`src/rtl/vectored_interrupt_controller_pkg.sv`:
```
// Shared definitions for the vectored interrupt controller.
// Contents: config register indices, FSM state encoding, the MCAUSE
// interrupt flag, and the vector-address helper.
package vectored_interrupt_controller_pkg;

  localparam int unsigned CFG_ADDR_W = 6;
  localparam int unsigned IRQ_ID_W   = 5;

  localparam logic [CFG_ADDR_W-1:0] CFG_ENABLE    = 6'd0;
  localparam logic [CFG_ADDR_W-1:0] CFG_PENDING   = 6'd1;
  localparam logic [CFG_ADDR_W-1:0] CFG_THRESHOLD = 6'd2;
  localparam logic [CFG_ADDR_W-1:0] CFG_STATUS    = 6'd3;
  localparam logic [CFG_ADDR_W-1:0] CFG_MEPC      = 6'd4;
  localparam logic [CFG_ADDR_W-1:0] CFG_MCAUSE    = 6'd5;
  localparam logic [CFG_ADDR_W-1:0] CFG_PRIO_BASE = 6'd8;

  localparam logic [31:0] MCAUSE_IRQ_BIT = 32'h8000_0000;

  typedef enum logic {
    ST_IDLE   = 1'b0,
    ST_IN_ISR = 1'b1
  } vic_state_e;

  // Line i dispatches to base + 4*i.
  function automatic logic [31:0] vec_target(input logic [31:0] base,
                                             input logic [IRQ_ID_W-1:0] id);
    return base + {25'd0, id, 2'b00};
  endfunction

endpackage

```
`src/rtl/vectored_interrupt_controller_if.sv`:
```
// Configuration register port between the zicsr block (master) and the
// interrupt controller (slave).
//   cfg_we    : write strobe, write lands at the next clock edge
//   cfg_addr  : register index
//   cfg_wdata : write data
//   cfg_rdata : combinational read data for cfg_addr
interface vectored_interrupt_controller_if;
  import vectored_interrupt_controller_pkg::*;

  logic                  cfg_we;
  logic [CFG_ADDR_W-1:0] cfg_addr;
  logic [31:0]           cfg_wdata;
  logic [31:0]           cfg_rdata;

  modport master (output cfg_we, cfg_addr, cfg_wdata, input cfg_rdata);
  modport slave  (input cfg_we, cfg_addr, cfg_wdata, output cfg_rdata);
endinterface

```
`src/rtl/vectored_interrupt_controller_irq_priority_arbiter.sv`:
```
// irq_priority_arbiter: binary reduction tree selecting the candidate with
// the highest priority; on equal priority the lower index wins.
// Ports:
//   cand_i  : candidate mask, one bit per line
//   prio_i  : packed priorities, line i at [i*PRIO_W +: PRIO_W]
//   valid_o : at least one candidate present
//   id_o    : index of the winning line (0 when valid_o is low)
module irq_priority_arbiter #(
  parameter int unsigned N      = 8,
  parameter int unsigned PRIO_W = 3,
  parameter int unsigned ID_W   = 5
) (
  input  logic [N-1:0]        cand_i,
  input  logic [N*PRIO_W-1:0] prio_i,
  output logic                valid_o,
  output logic [ID_W-1:0]     id_o
);

  // Leaves padded to a power of two; heap layout, root at 0, leaves last.
  localparam int LEAVES = (N <= 1) ? 1 : (1 << $clog2(N));
  localparam int NODES  = 2 * LEAVES - 1;

  logic              node_valid [NODES];
  logic [PRIO_W-1:0] node_prio  [NODES];
  logic [ID_W-1:0]   node_id    [NODES];

  // Fill leaves, then reduce pairs bottom-up; the left child holds lower indices.
  always_comb begin
    node_valid = '{default: 1'b0};
    node_prio  = '{default: '0};
    node_id    = '{default: '0};
    for (int i = 0; i < LEAVES; i++) begin
      if (i < N) begin
        node_valid[LEAVES-1+i] = cand_i[i];
        node_prio[LEAVES-1+i]  = prio_i[i*PRIO_W +: PRIO_W];
        node_id[LEAVES-1+i]    = ID_W'(i);
      end else begin
        node_valid[LEAVES-1+i] = 1'b0;
        node_prio[LEAVES-1+i]  = '0;
        node_id[LEAVES-1+i]    = '0;
      end
    end
    for (int k = LEAVES - 2; k >= 0; k--) begin
      node_valid[k] = node_valid[2*k+1] | node_valid[2*k+2];
      // Right child only wins with strictly higher priority.
      if (node_valid[2*k+2] &&
          (!node_valid[2*k+1] || (node_prio[2*k+2] > node_prio[2*k+1]))) begin
        node_prio[k] = node_prio[2*k+2];
        node_id[k]   = node_id[2*k+2];
      end else begin
        node_prio[k] = node_prio[2*k+1];
        node_id[k]   = node_id[2*k+1];
      end
    end
  end

  assign valid_o = node_valid[0];
  assign id_o    = node_valid[0] ? node_id[0] : '0;

endmodule

```
`src/rtl/vectored_interrupt_controller.sv`:
```
// Vectored interrupt controller sitting between the IF branch-select mux
// and the PC register. Synchronises the IRQ lines, keeps pending/enable/
// priority/threshold state, dispatches the winning line to its vector and
// returns to MEPC on MRET.
// Ports:
//   CLK, RESET       : clock, synchronous active-high reset
//   irq_i            : asynchronous interrupt request lines
//   pc_next_i        : next PC from branch/hazard muxes
//   stall_i          : PC not advancing this cycle
//   redirect_i       : EX branch/jump redirect active this cycle
//   mret_i           : MRET resolved in EX
//   pc_next_final_o  : PC loaded into the PC register
//   trap_taken_o     : trap dispatched this cycle (flush request)
//   irq_ack_o        : one-hot acknowledge of the dispatched line
//   cfg              : configuration register port (slave)
module vectored_interrupt_controller
  import vectored_interrupt_controller_pkg::*;
#(
  parameter int unsigned          NUM_IRQ   = 8,
  parameter int unsigned          PRIO_W    = 3,
  parameter logic [NUM_IRQ-1:0]   EDGE_MASK = 8'hFF,
  parameter logic [31:0]          VEC_BASE  = 32'h0000_0100
) (
  input  logic                       CLK,
  input  logic                       RESET,
  input  logic [NUM_IRQ-1:0]         irq_i,
  input  logic [31:0]                pc_next_i,
  input  logic                       stall_i,
  input  logic                       redirect_i,
  input  logic                       mret_i,
  output logic [31:0]                pc_next_final_o,
  output logic                       trap_taken_o,
  output logic [NUM_IRQ-1:0]         irq_ack_o,
  vectored_interrupt_controller_if.slave cfg
);

  logic [NUM_IRQ-1:0]  sync1_q, sync2_q, prev_q;
  logic [NUM_IRQ-1:0]  enable_q, enable_d, pending_q, pending_d;
  logic [PRIO_W-1:0]   prio_q [NUM_IRQ];
  logic [PRIO_W-1:0]   prio_d [NUM_IRQ];
  logic [PRIO_W-1:0]   threshold_q, threshold_d;
  logic                mie_q, mie_d, saved_mie_q, saved_mie_d;
  logic [31:0]         mepc_q, mepc_d, mcause_q, mcause_d;
  vic_state_e          state_q, state_d;

  logic [NUM_IRQ-1:0]        rise_s, cand_s, ack_s, w1c_s;
  logic [NUM_IRQ*PRIO_W-1:0] prio_flat_s;
  logic [PRIO_W-1:0]         prio_rd_s;
  logic                      arb_valid_s, take_trap_s, do_mret_s;
  logic [IRQ_ID_W-1:0]       arb_id_s;

  assign rise_s = sync2_q & ~prev_q;
  assign w1c_s  = (cfg.cfg_we && (cfg.cfg_addr == CFG_PENDING))
                  ? (cfg.cfg_wdata[NUM_IRQ-1:0] & EDGE_MASK) : '0;

  // Candidate mask, flattened priorities, ack decode and priority read-back.
  always_comb begin
    cand_s      = '0;
    ack_s       = '0;
    prio_flat_s = '0;
    prio_rd_s   = '0;
    for (int i = 0; i < NUM_IRQ; i++) begin
      cand_s[i] = pending_q[i] & enable_q[i] & (prio_q[i] > threshold_q);
      ack_s[i]  = (arb_id_s == IRQ_ID_W'(i));
      prio_flat_s[i*PRIO_W +: PRIO_W] = prio_q[i];
      prio_rd_s = prio_rd_s |
                  (prio_q[i] & {PRIO_W{cfg.cfg_addr == (CFG_PRIO_BASE + 6'(i))}});
    end
  end

  irq_priority_arbiter #(
    .N      (NUM_IRQ),
    .PRIO_W (PRIO_W),
    .ID_W   (IRQ_ID_W)
  ) u_arb (
    .cand_i  (cand_s),
    .prio_i  (prio_flat_s),
    .valid_o (arb_valid_s),
    .id_o    (arb_id_s)
  );

  assign take_trap_s = (state_q == ST_IDLE) && arb_valid_s && mie_q &&
                       !stall_i && !redirect_i;
  assign do_mret_s   = (state_q == ST_IN_ISR) && mret_i && !stall_i;

  // PC override, trap pulse and acknowledge for the current cycle.
  always_comb begin
    pc_next_final_o = pc_next_i;
    trap_taken_o    = 1'b0;
    irq_ack_o       = '0;
    if (take_trap_s) begin
      pc_next_final_o = vec_target(VEC_BASE, arb_id_s);
      trap_taken_o    = 1'b1;
      irq_ack_o       = ack_s;
    end else if (do_mret_s) begin
      pc_next_final_o = mepc_q;
    end else begin
      pc_next_final_o = pc_next_i;
    end
  end

  // Config reads; unmapped indices return zero.
  always_comb begin
    cfg.cfg_rdata = 32'd0;
    case (cfg.cfg_addr)
      CFG_ENABLE:    cfg.cfg_rdata = 32'(enable_q);
      CFG_PENDING:   cfg.cfg_rdata = 32'(pending_q);
      CFG_THRESHOLD: cfg.cfg_rdata = 32'(threshold_q);
      CFG_STATUS:    cfg.cfg_rdata = {30'd0, (state_q == ST_IN_ISR), mie_q};
      CFG_MEPC:      cfg.cfg_rdata = mepc_q;
      CFG_MCAUSE:    cfg.cfg_rdata = mcause_q;
      default:       cfg.cfg_rdata = 32'(prio_rd_s);
    endcase
  end

  // Next-state: config writes first, then trap/MRET effects override them.
  always_comb begin
    state_d     = state_q;
    enable_d    = enable_q;
    threshold_d = threshold_q;
    mie_d       = mie_q;
    saved_mie_d = saved_mie_q;
    mepc_d      = mepc_q;
    mcause_d    = mcause_q;
    pending_d   = pending_q;
    for (int i = 0; i < NUM_IRQ; i++) begin
      prio_d[i] = (cfg.cfg_we && (cfg.cfg_addr == (CFG_PRIO_BASE + 6'(i))))
                  ? cfg.cfg_wdata[PRIO_W-1:0] : prio_q[i];
    end

    if (cfg.cfg_we) begin
      case (cfg.cfg_addr)
        CFG_ENABLE:    enable_d    = cfg.cfg_wdata[NUM_IRQ-1:0];
        CFG_THRESHOLD: threshold_d = cfg.cfg_wdata[PRIO_W-1:0];
        CFG_STATUS:    mie_d       = cfg.cfg_wdata[0];
        CFG_MEPC:      mepc_d      = cfg.cfg_wdata;
        default:       mepc_d      = mepc_q;
      endcase
    end else begin
      mepc_d = mepc_q;
    end

    if (take_trap_s) begin
      state_d     = ST_IN_ISR;
      mepc_d      = pc_next_i;
      mcause_d    = MCAUSE_IRQ_BIT | 32'(arb_id_s);
      saved_mie_d = mie_q;
      mie_d       = 1'b0;
    end else if (do_mret_s) begin
      state_d = ST_IDLE;
      mie_d   = saved_mie_q;
    end else begin
      state_d = state_q;
    end

    // Edge lines: a new edge beats any clear in the same cycle.
    for (int i = 0; i < NUM_IRQ; i++) begin
      if (!EDGE_MASK[i]) begin
        pending_d[i] = sync2_q[i];
      end else if (rise_s[i]) begin
        pending_d[i] = 1'b1;
      end else if (w1c_s[i] || (take_trap_s && ack_s[i])) begin
        pending_d[i] = 1'b0;
      end else begin
        pending_d[i] = pending_q[i];
      end
    end
  end

  // State registers with synchronous reset.
  always_ff @(posedge CLK) begin
    if (RESET) begin
      sync1_q     <= '0;
      sync2_q     <= '0;
      prev_q      <= '0;
      enable_q    <= '0;
      pending_q   <= '0;
      threshold_q <= '0;
      mie_q       <= 1'b0;
      saved_mie_q <= 1'b0;
      mepc_q      <= 32'd0;
      mcause_q    <= 32'd0;
      state_q     <= ST_IDLE;
      for (int i = 0; i < NUM_IRQ; i++) prio_q[i] <= '0;
    end else begin
      sync1_q     <= irq_i;
      sync2_q     <= sync1_q;
      prev_q      <= sync2_q;
      enable_q    <= enable_d;
      pending_q   <= pending_d;
      threshold_q <= threshold_d;
      mie_q       <= mie_d;
      saved_mie_q <= saved_mie_d;
      mepc_q      <= mepc_d;
      mcause_q    <= mcause_d;
      state_q     <= state_d;
      for (int i = 0; i < NUM_IRQ; i++) prio_q[i] <= prio_d[i];
    end
  end

endmodule

```
`src/flat_wrapper.sv`:
```
// flat-port wrapper written by rule: the top's interface ports become plain ports
module vectored_interrupt_controller_flat import vectored_interrupt_controller_pkg::*;
#(
  parameter int unsigned          NUM_IRQ   = 8,
  parameter int unsigned          PRIO_W    = 3,
  parameter logic [NUM_IRQ-1:0]   EDGE_MASK = 8'hFF,
  parameter logic [31:0]          VEC_BASE  = 32'h0000_0100
)
  (CLK, RESET, irq_i, pc_next_i, stall_i, redirect_i, mret_i, pc_next_final_o, trap_taken_o, irq_ack_o, cfg_cfg_we, cfg_cfg_addr, cfg_cfg_wdata, cfg_cfg_rdata);
  vectored_interrupt_controller_if cfg_i ();
  input  logic CLK;
  input  logic RESET;
  input  logic [NUM_IRQ-1:0] irq_i;
  input  logic [31:0] pc_next_i;
  input  logic stall_i;
  input  logic redirect_i;
  input  logic mret_i;
  output logic [31:0] pc_next_final_o;
  output logic trap_taken_o;
  output logic [NUM_IRQ-1:0] irq_ack_o;
  input wire logic [$bits(cfg_i.cfg_we)-1:0] cfg_cfg_we;
  input wire logic [$bits(cfg_i.cfg_addr)-1:0] cfg_cfg_addr;
  input wire logic [$bits(cfg_i.cfg_wdata)-1:0] cfg_cfg_wdata;
  output wire logic [$bits(cfg_i.cfg_rdata)-1:0] cfg_cfg_rdata;
  assign cfg_i.cfg_we = cfg_cfg_we;
  assign cfg_i.cfg_addr = cfg_cfg_addr;
  assign cfg_i.cfg_wdata = cfg_cfg_wdata;
  assign cfg_cfg_rdata = cfg_i.cfg_rdata;
  vectored_interrupt_controller #(.NUM_IRQ(NUM_IRQ), .PRIO_W(PRIO_W), .EDGE_MASK(EDGE_MASK), .VEC_BASE(VEC_BASE)) u_core (.CLK(CLK), .RESET(RESET), .irq_i(irq_i), .pc_next_i(pc_next_i), .stall_i(stall_i), .redirect_i(redirect_i), .mret_i(mret_i), .pc_next_final_o(pc_next_final_o), .trap_taken_o(trap_taken_o), .irq_ack_o(irq_ack_o), .cfg(cfg_i));
endmodule
```
`config.mk`:
```
export PLATFORM = sky130hd
export DESIGN_NAME = vectored_interrupt_controller_flat
export DESIGN_NICKNAME = d
export VERILOG_FILES = /design/src/rtl/vectored_interrupt_controller_pkg.sv /design/src/rtl/vectored_interrupt_controller_if.sv /design/src/rtl/vectored_interrupt_controller_irq_priority_arbiter.sv /design/src/rtl/vectored_interrupt_controller.sv /design/src/flat_wrapper.sv
export SDC_FILE = /design/constraint.sdc
export NUM_CORES = 1
export LEC_CHECK = 0
export CORE_ASPECT_RATIO = 0.6
export CORE_MARGIN = 3
export CORE_UTILIZATION = 44
export DETAILED_ROUTE_END_ITERATION = 10
export GPL_TIMING_DRIVEN = 0
export HOLD_SLACK_MARGIN = 0.03
export PLACE_DENSITY = 0.76
export SLEW_MARGIN = 20
export SYNTH_ARGS = -nofsm -noshare
export SYNTH_HDL_FRONTEND = slang
export SYNTH_SLANG_ARGS = --single-unit
```
`constraint.sdc`:
```
create_clock -name CLK -period 16.25 [get_ports CLK]
set_clock_uncertainty 0.15 [all_clocks]
set_input_delay 3.25 -clock CLK [delete_from_list [all_inputs] [get_ports CLK]]
set_output_delay 3.25 -clock CLK [all_outputs]
set_load 0.05 [all_outputs]
```
==> results summary, run 1 <==
The synthesized area per cell is 7.79 µm². The post-cts resize count is 0. The data arrival at the endpoint of the critical path is 7.82 ns. The number of global-route vias before repair came out at 6660. The final critical path time including I/O delays and setup is about 11 ns.

The sequential cell area fraction in the yosys report is a little under a third. The die footprint came out at 17200 µm². The delay contributed by the slowest stage of the critical path is 0.82 ns. STA classifies the critical path startpoint as a flip-flop. The total overflow left after global routing is 0. The share of final-layout standard cells stronger than drive strength 1 came out at 7.60%.

The placeable core area is 14800 µm². From synthesis to final layout, the design area changed by 31.1%. The number of warning messages in the yosys log is 0. 0 antenna diodes ended up in the layout. The critical path goes through ha_1 > a31oi_1 > nand2_1 > o21ai_0 > mux2_2 > ha_1 > nor2b_1 > o21a_1 > o21ai_0 > a21o_1 > nor2_1 > a21oi_1 > ha_1 > nor2b_1 > o21a_1 > o21ai_0 > nor2_1 > o21ai_0 > o211ai_2 > a21oi_2 > clkdlybuf4s50_1. From bottom edge to top edge, the die measures slightly above 100 µm. The first global-routing pass estimated approximately 38 mm of wire.

The library cell used as clock root buffer is sky130_fd_sc_hd__clkbuf_16. The overall fraction of global-route tracks in use is 28.0%. The total power draw is about 0.00059 W. The quantity of I/O buffers inserted on ports is ~160. The number of placement rows came out at 34. The number of buffers inserted during clock tree synthesis is 9. The total setup violations reported at the end of the flow is 0. The HPWL after detailed placement is 19.5 mm. The static leakage power came out at 3.23 nW.

The number of synthesized flops with an enable pin is 0. The number of antenna violations at the first check in global routing came out at 0. In the final routed layout, each cell accounts on average for between 15 and 20 µm. The largest vdd supply drop is 57.5 µV. The net count of the finished layout is 1176. The post-cts hold buffer count came out at 0. Across the run, the number of max-cap violations was 0. Setup repair after global routing left no endpoint under its margin.

Of all nets on the critical path, the largest fanout is 10. The overall via count from detail_route is around 7300. Timing would allow up to 0.0891 GHz. After synthesis, the cell types taking the most area are sky130_fd_sc_hd__dfxtp_1 (31%), sky130_fd_sc_hd__nand2_1 (8.3%), sky130_fd_sc_hd__ha_1 (8.2%). The library cell used most frequently in the layout, excluding fill and tap cells, is sky130_fd_sc_hd__clkdlybuf4s50_1. The library cell with the largest summed area after synthesis is sky130_fd_sc_hd__dfxtp_1. The run finished with clean final reports. The clock insertion delay at the later pin of the skew report is 0.36 ns.

The congestion estimate from routability-driven global placement came to 1.00. The total of flip-flops plus latches after synthesis came out at 106. By startpoint and endpoint, the worst setup path is classified as reg2out.

STA classifies the critical path endpoint as an output port. Dividing the detail-routed via count by the number of cells gives ~5.9. The number of different library cells in the post-synthesis netlist is 62. The number of buffers added for setup after CTS is 0. The detailed-route wire length came out at between 20 and 25 mm. The count of H-tree levels built during CTS came out at 3. The count of final hold-check violations came out at 0. The main flop type after synthesis is sky130_fd_sc_hd__dfxtp_1.

Synthesis produced a netlist whose cell count is 880. The area share of the leading cell type in the synthesized netlist is 30.9%. The die is 167 µm wide. The count of boundary I/O pins came out at 157. The post-synthesis net count is 1009. The final critical path takes up roughly 70% of the cycle.

The worst slew slack as a fraction of its limit is between 30% and 40%. TritonCTS built the clock tree. The pin slew with the least headroom to its limit came out at about 0.92 ns. The required time of the worst setup path came out at 12.85 ns. The starting DRC count in detailed routing is 963. The starting density of the core is between 40% and 50%. Dividing total power by cell area gives a power density of 65.3 nW/µm².

The total negative slack is 0 ns. The largest individual stage delay along the critical path comes from the cell sky130_fd_sc_hd__clkdlybuf4s50_1. In the layout the commonest cells are sky130_fd_sc_hd__clkdlybuf4s50_1 (156), sky130_fd_sc_hd__nand2_1 (152), sky130_fd_sc_hd__dfxtp_1 (106), sky130_fd_sc_hd__nor2_1 (90), sky130_fd_sc_hd__nand3_1 (58).

The synthesized area came out at 6860 µm². The number of max-slew violations in the final report was 0. The most frequent cell on the critical path is sky130_fd_sc_hd__o21ai_0. The clock-pin slew reported for the worst setup and hold paths after clock tree synthesis came out at roughly 0.080 ns. The post-route antenna net violation count is 0. The class of the worst hold path is reg2reg. After detailed routing, the number of remaining DRC violations is 0. The pin count of the biggest net entering global routing came out at 21. The fraction of synthesis flops using an asynchronous set or reset pin came out at 0%. The largest buffer count on any clock path is 2.

Clock tree synthesis found a total of roughly 110 sinks. The iteration count of the initial detailed-routing pass came out at 6.
## per-stage QoR
stage	util (%)	std cells	instance area (µm²)	hold WS, ns	setup slack [ns]
3_3_place_gp	58.4	1234	8670	0.272	5.33
4_1_cts	60.5	1250	8990	0.289	4.90
3_5_place_dp	58.4	1234	8670	0.270	5.30
6_report	60.6	1250	8990	0.287	5.03
5_1_grt	60.6	1250	8990	0.309	4.60
2_1_floorplan	-	880	6860	0.264	7.29
## cell usage after synthesis (4+ instances only)
cell type and count:
sky130_fd_sc_hd__dfxtp_1 106, sky130_fd_sc_hd__clkbuf_1 43, sky130_fd_sc_hd__nor3_1 11, sky130_fd_sc_hd__nor2_1 90
sky130_fd_sc_hd__a222oi_1 5, sky130_fd_sc_hd__buf_6 8, sky130_fd_sc_hd__nor2b_1 47, sky130_fd_sc_hd__a21oi_2 29
sky130_fd_sc_hd__a31oi_1 14, sky130_fd_sc_hd__mux2_2 4, sky130_fd_sc_hd__nand2_1 152, sky130_fd_sc_hd__nand3_1 58
sky130_fd_sc_hd__and3_1 4, sky130_fd_sc_hd__mux2i_1 22, sky130_fd_sc_hd__o21ai_0 33, sky130_fd_sc_hd__inv_1 31
sky130_fd_sc_hd__a32oi_1 7, sky130_fd_sc_hd__ha_1 45, sky130_fd_sc_hd__a311oi_1 32, sky130_fd_sc_hd__o221ai_1 4
sky130_fd_sc_hd__o311a_1 4, sky130_fd_sc_hd__a21oi_1 40, sky130_fd_sc_hd__and2_1 24, sky130_fd_sc_hd__o21a_1 4
sky130_fd_sc_hd__nand2b_1 4
## power breakdown
| part | leakage (nW) | internal [W] | switching (W) |
|---|---|---|---|
| clock | 0.157 | 0.000124 | 0.000113 |
| combinational | 2.21 | 0.0000359 | 0.0000478 |
| sequential | 0.859 | 0.000264 | 0.00000283 |
## worst max-delay path, delay by kind of cell (launching register included)
| kind | cells | cell delay, ns |
|---|---|---|
| adder cells (fa/ha/maj) | 3 | 0.98 |
| buffers and inverters | 1 | 0.82 |
| AO/OA/AOI/OAI | 11 | 4.02 |
| multiplexers | 1 | 0.42 |
| flip-flops | 1 | 0.71 |
| AND/OR/NAND/NOR | 5 | 0.49 |
## metal layers
| layer | routed length [µm] | GRT usage [%] | part of all wire, % |
|---|---|---|---|
| met1 | 11800 | 43.6 | 47 |
| met2 | 9530 | 37.9 | 38 |
| met3 | 3290 | 8.58 | 13 |
| met4 | 226 | 4.27 | 0.91 |
| met5 | 0 | 0 | 0 |
## flip-flops by register name, summed over array words and instances (netlist names)
name and flops:
u_core.prio_q 24, u_core.saved_mie_q 1, u_core.sync2_q 8, u_core.sync1_q 8, u_core.threshold_q 3, u_core.mepc_q 32, u_core.pending_q 8, u_core.state_q 1
u_core.prev_q 8, u_core.enable_q 8, u_core.mcause_q 4, u_core.mie_q 1
## kinds of logic (layout without fill, tap and decap cells)
group	after synthesis	after routing	share of synthesized area, %
simple gates	404	404	27.0
compound gates	207	207	23.1
flops	106	106	30.9
buf+inv	89	261	5.88
fa+ha+maj	45	45	8.21
mux	29	29	4.85
## final cells by class
type | count | area (µm²)
clock inverters | 7 | 95.1
well taps | 198 | 248
clock buffers | 9 | 225
plain buffers | 56 | 277
repair buffers | 156 | 1560
multi-input cells | 685 | 4340
fillers | 1344 | 5860
inverters | 33 | 126
flip-flops and latches | 106 | 2120
## final timing paths
path                              end             startpoint  cells after the start  slack, ns
hold / removal      u_core.sync2_q[0]      u_core.sync1_q[0]                      1       0.29
setup / recovery   pc_next_final_o[3]  u_core.threshold_q[0]                     21       5.03
setup reg to reg  u_core.pending_q[3]  u_core.threshold_q[0]                     20       9.28
hold reg to reg     u_core.sync2_q[0]      u_core.sync1_q[0]                      1       0.29
No activity file was read; power rests on OpenSTA's default activity.
==> run 2: changes to the inputs <==
--- a/config.mk
+++ b/config.mk
@@ -11,7 +11,7 @@
 export DETAILED_ROUTE_END_ITERATION = 10
 export GPL_TIMING_DRIVEN = 0
 export HOLD_SLACK_MARGIN = 0.03
-export PLACE_DENSITY = 0.76
+export PLACE_DENSITY = 0.78
 export SLEW_MARGIN = 20
 export SYNTH_ARGS = -nofsm -noshare
 export SYNTH_HDL_FRONTEND = slang
==> constraint.sdc (replaced) <==
create_clock -name CLK -period 9.4 [get_ports CLK]
set_clock_uncertainty 0.15 [all_clocks]
set_input_delay 1.88 -clock CLK [delete_from_list [all_inputs] [get_ports CLK]]
set_output_delay 1.88 -clock CLK [all_outputs]
set_load 0.05 [all_outputs]
==> results summary, run 2 (synthesized netlist as in run 1, its figures left out) <==
The most critical setup path has its endpoint at irq_ack_o[4]. The register with the most flip-flops in the final layout is u_core.mepc_q. Global routing used 28.1% of the available tracks. In the layout the commonest cells are sky130_fd_sc_hd__nand2_1 (152), sky130_fd_sc_hd__clkdlybuf4s50_1 (151), sky130_fd_sc_hd__dfxtp_1 (105), sky130_fd_sc_hd__nor2_1 (90), sky130_fd_sc_hd__nand3_1 (58). roughly 160 I/O pins were placed. The largest vdd supply drop came out at 98.7 µV. The required time of the worst setup path came out at 7.37 ns. The total power divided by cell area came out at 111 nW/µm². The average detailed-routed wire length per instance came out at 20.1 µm.

CTS placed an instance of sky130_fd_sc_hd__clkbuf_16 at the clock tree root. For the pin with the worst max-slew slack, the measured transition is 0.835 ns. The final critical path time including I/O delays and setup came out at between 9 and 10 ns. The data arrival at the endpoint of the critical path came out at 7.08 ns.

For this block, the routed nets add up to 25.1 mm of wire. The starting DRC count in detailed routing is 895. The static leakage power came out at roughly 3.3 nW. By startpoint and endpoint, the worst setup path is classified as reg2out. TritonCTS built the clock tree. For this block, wires on met1 add up to 11.5 mm.

Across all register-to-register paths, the minimum setup slack is between 3 and 4 ns. The clock power share came out at 39.1%. The total setup violations reported at the end of the flow came out at 0. The number of nets in the finished design is 1176.

After clock tree synthesis, the clock-pin slew on the worst setup and hold paths is roughly 0.080 ns. The clock insertion delay at the later pin of the skew report came out at 0.36 ns. The tightest min-delay check is of the reg2reg type. The highest attainable clock frequency is between 0.1 and 0.15 GHz.

In the final layout, the registers with the most flip-flops are u_core.mepc_q (32), u_core.prio_q (24). Cells with a size suffix above 1 make up 7.70% of the layout. The area growth from synthesis to layout came out at 31.1%. The number of max-slew violations in the final report came out at 0.

The overall via count from detail_route is 7446. The share of the clock period used by the worst path is a little over nine tenths. The number of clock sinks seen by CTS is 106.

The flow ran to the end, and the final reports show no timing, DRC or antenna violations. The max-capacitance violation count came out at 0. STA classifies the critical path endpoint as an output port. In the routed layout, each cell is associated on average with a via count of 5.96. In this run the core area contains 34 standard-cell rows. The sequential group share of total power is 46.2%. The most critical setup path has its startpoint at u_core.threshold_q[1]. The switching power as a share of total power is 29.1%.

No sink is reached through more buffers than the 2 on the longest clock path. The pin count of the biggest net entering global routing is 21. After detailed routing, the met3 layer carries 3.59 mm of wire. The launch instance of the worst register-to-register path is u_core.threshold_q[1]. The count of final hold-check violations came out at 0. The placer congestion estimate came out at 0.986. The number of buffers inserted during clock tree synthesis is 9. The peak fanout along the critical path is 9. The number of global-route vias before repair is 6595. After global routing the overflow that remains totals 0. The total negative slack came out at 0 ns.

Setup repair after global routing left no endpoint under its margin. For the worst flop-to-flop path, the logic depth is 20. The starting density of the core came out at a little under half. The internal portion of the total power is 0.000706 W. The die covers 17200 µm².

The chip width is 167 µm. Leaving out fill and tap cells, the most frequent cell in the layout is sky130_fd_sc_hd__nand2_1. The iteration count of the initial detailed-routing pass is 6. The number of antenna violations at the first check in global routing was 0. The quantity of I/O buffers inserted on ports is 156.

For this run, the number of standard cells in the final layout without fillers is 1250. The combinational share of power is between 10 and 15%. The worst slew slack as a fraction of its limit is a little over two fifths. STA classifies the critical path startpoint as a flip-flop. The count of unresolved DRC violations after routing is 0. The first global-routing pass estimated about 38 mm of wire. The detail route stage leaves a number of antenna-violating nets equal to 0. The number of antenna diodes is 0. The total net switching power came out at about 0.00029 W.

The count of H-tree levels built during CTS came out at 3. The cell count after placement is around 1200. The vertical die dimension is 103 µm. The placeable core area is 14800 µm². Detailed routing placed a total of 9.71 mm of wire on met2. The placed wire-length estimate came out at slightly below 20 mm. The reg-to-reg critical path endpoint is u_core.pending_q[1].

The number of buffers added for setup after CTS came out at 0. The flip-flop count of the largest register, all copies and words added came out at 32. Routed signal wires occupy layers up through met4.
[run 2: changes by cell type in the layout (fill, tap and decap cells not counted)]
cell and delta:
sky130_fd_sc_hd__dfxtp_2 +1, sky130_fd_sc_hd__o21ai_1 +1, sky130_fd_sc_hd__clkinv_2 +1, sky130_fd_sc_hd__o21ai_0 -1, sky130_fd_sc_hd__clkinv_4 -1, sky130_fd_sc_hd__nor3_4 +1
sky130_fd_sc_hd__dlymetal6s2s_1 +5, sky130_fd_sc_hd__dfxtp_1 -1, sky130_fd_sc_hd__nor3_2 -1, sky130_fd_sc_hd__inv_6 +1, sky130_fd_sc_hd__clkdlybuf4s50_1 -5, sky130_fd_sc_hd__bufinv_16 -1
[run 2: cell type report]
| class | instances | area [µm²] |
|---|---|---|
| fill | 1323 | 5860 |
| clock inverter | 7 | 70.1 |
| tap | 198 | 248 |
| timing repair buffer | 156 | 1570 |
| sequential | 106 | 2120 |
| multi-input combinational | 685 | 4340 |
| buffer | 56 | 277 |
| clock buffer | 9 | 225 |
| inverter | 33 | 126 |
[run 2: worst max-delay path: stages, from the launching register on]
cell and delay (ns):
sky130_fd_sc_hd__dfxtp_1 0.31, sky130_fd_sc_hd__inv_1 0.37, sky130_fd_sc_hd__ha_1 0.34, sky130_fd_sc_hd__a31oi_1 0.29
sky130_fd_sc_hd__nand2_1 0.10, sky130_fd_sc_hd__o21ai_1 0.38, sky130_fd_sc_hd__mux2_2 0.40, sky130_fd_sc_hd__ha_1 0.29
sky130_fd_sc_hd__nor2b_1 0.14, sky130_fd_sc_hd__o21a_1 0.11, sky130_fd_sc_hd__o21ai_0 0.16, sky130_fd_sc_hd__and2_1 0.27
sky130_fd_sc_hd__or2_2 0.31, sky130_fd_sc_hd__o21ai_0 0.45, sky130_fd_sc_hd__ha_1 0.34, sky130_fd_sc_hd__nor2b_1 0.13
sky130_fd_sc_hd__o21a_1 0.16, sky130_fd_sc_hd__o21ai_0 0.39, sky130_fd_sc_hd__nor2_1 0.15, sky130_fd_sc_hd__o21ai_0 0.28
sky130_fd_sc_hd__o211a_1 0.51, sky130_fd_sc_hd__nor2_1 0.11, sky130_fd_sc_hd__clkdlybuf4s50_1 0.73
[run 2: worst min path at each step]
stage / start / to / slack (ns) / cells after the start
finish: u_core.sync1_q[5] / u_core.sync2_q[5] / 0.29 / 1
global route: u_core.sync1_q[5] / u_core.sync2_q[5] / 0.31 / 1
CTS: u_core.sync1_q[5] / u_core.sync2_q[5] / 0.30 / 1
detailed placement: u_core.sync1_q[5] / u_core.sync2_q[5] / 0.28 / 1
global placement: u_core.sync1_q[5] / u_core.sync2_q[5] / 0.27 / 1
floorplan: u_core.sync1_q[0] / u_core.sync2_q[0] / 0.26 / 1
[run 2: stage by stage]
stage               setup slack [ns]  utilization [%]  hold slack (ns)  area [µm²]  total power [W]
floorplan                       1.81                -            0.264        6860         0.000540
global placement               0.385             58.4            0.270        8670         0.000613
detailed placement             0.304             58.4            0.277        8670         0.000613
CTS                            0.235             60.4            0.297        8970         0.000993
global route                  0.0169             60.5            0.312        8990          0.00102
finish                         0.286             60.5            0.293        8990         0.000997
[run 2: metal layers]
metal / GRT usage (%) / vias up
li1: - / 3473
met1: 43.2 / 3455
met2: 37.4 / 484
met3: 10.3 / 34
met4: 4.53 / 0
met5: 0 / -
[run 2: timing repair]
action,CTS,global route
gates resized for setup,1,8
endpoints found under the setup margin,5,11
hold endpoints to repair,0,0
hold buffers,0,0
[run 2: power groups by stage]
stage	Clock, W	Combinational, W	Sequential [W]
6_report	0.000390	0.000146	0.000461
4_1_cts	0.000389	0.000143	0.000460
3_5_place_dp	0	0.000143	0.000471
5_1_grt	0.000407	0.000153	0.000461
3_3_place_gp	0	0.000142	0.000471
2_1_floorplan	0	0.0000712	0.000469
==> run 3: changes to the inputs <==
--- a/config.mk
+++ b/config.mk
@@ -5,6 +5,7 @@
 export SDC_FILE = /design/constraint.sdc
 export NUM_CORES = 1
 export LEC_CHECK = 0
+export CAP_MARGIN = 0
 export CORE_ASPECT_RATIO = 0.6
 export CORE_MARGIN = 3
 export CORE_UTILIZATION = 44
==> results of run 3 <==
Same layout as run 2: the final DEF is identical, and so are final timing and power.
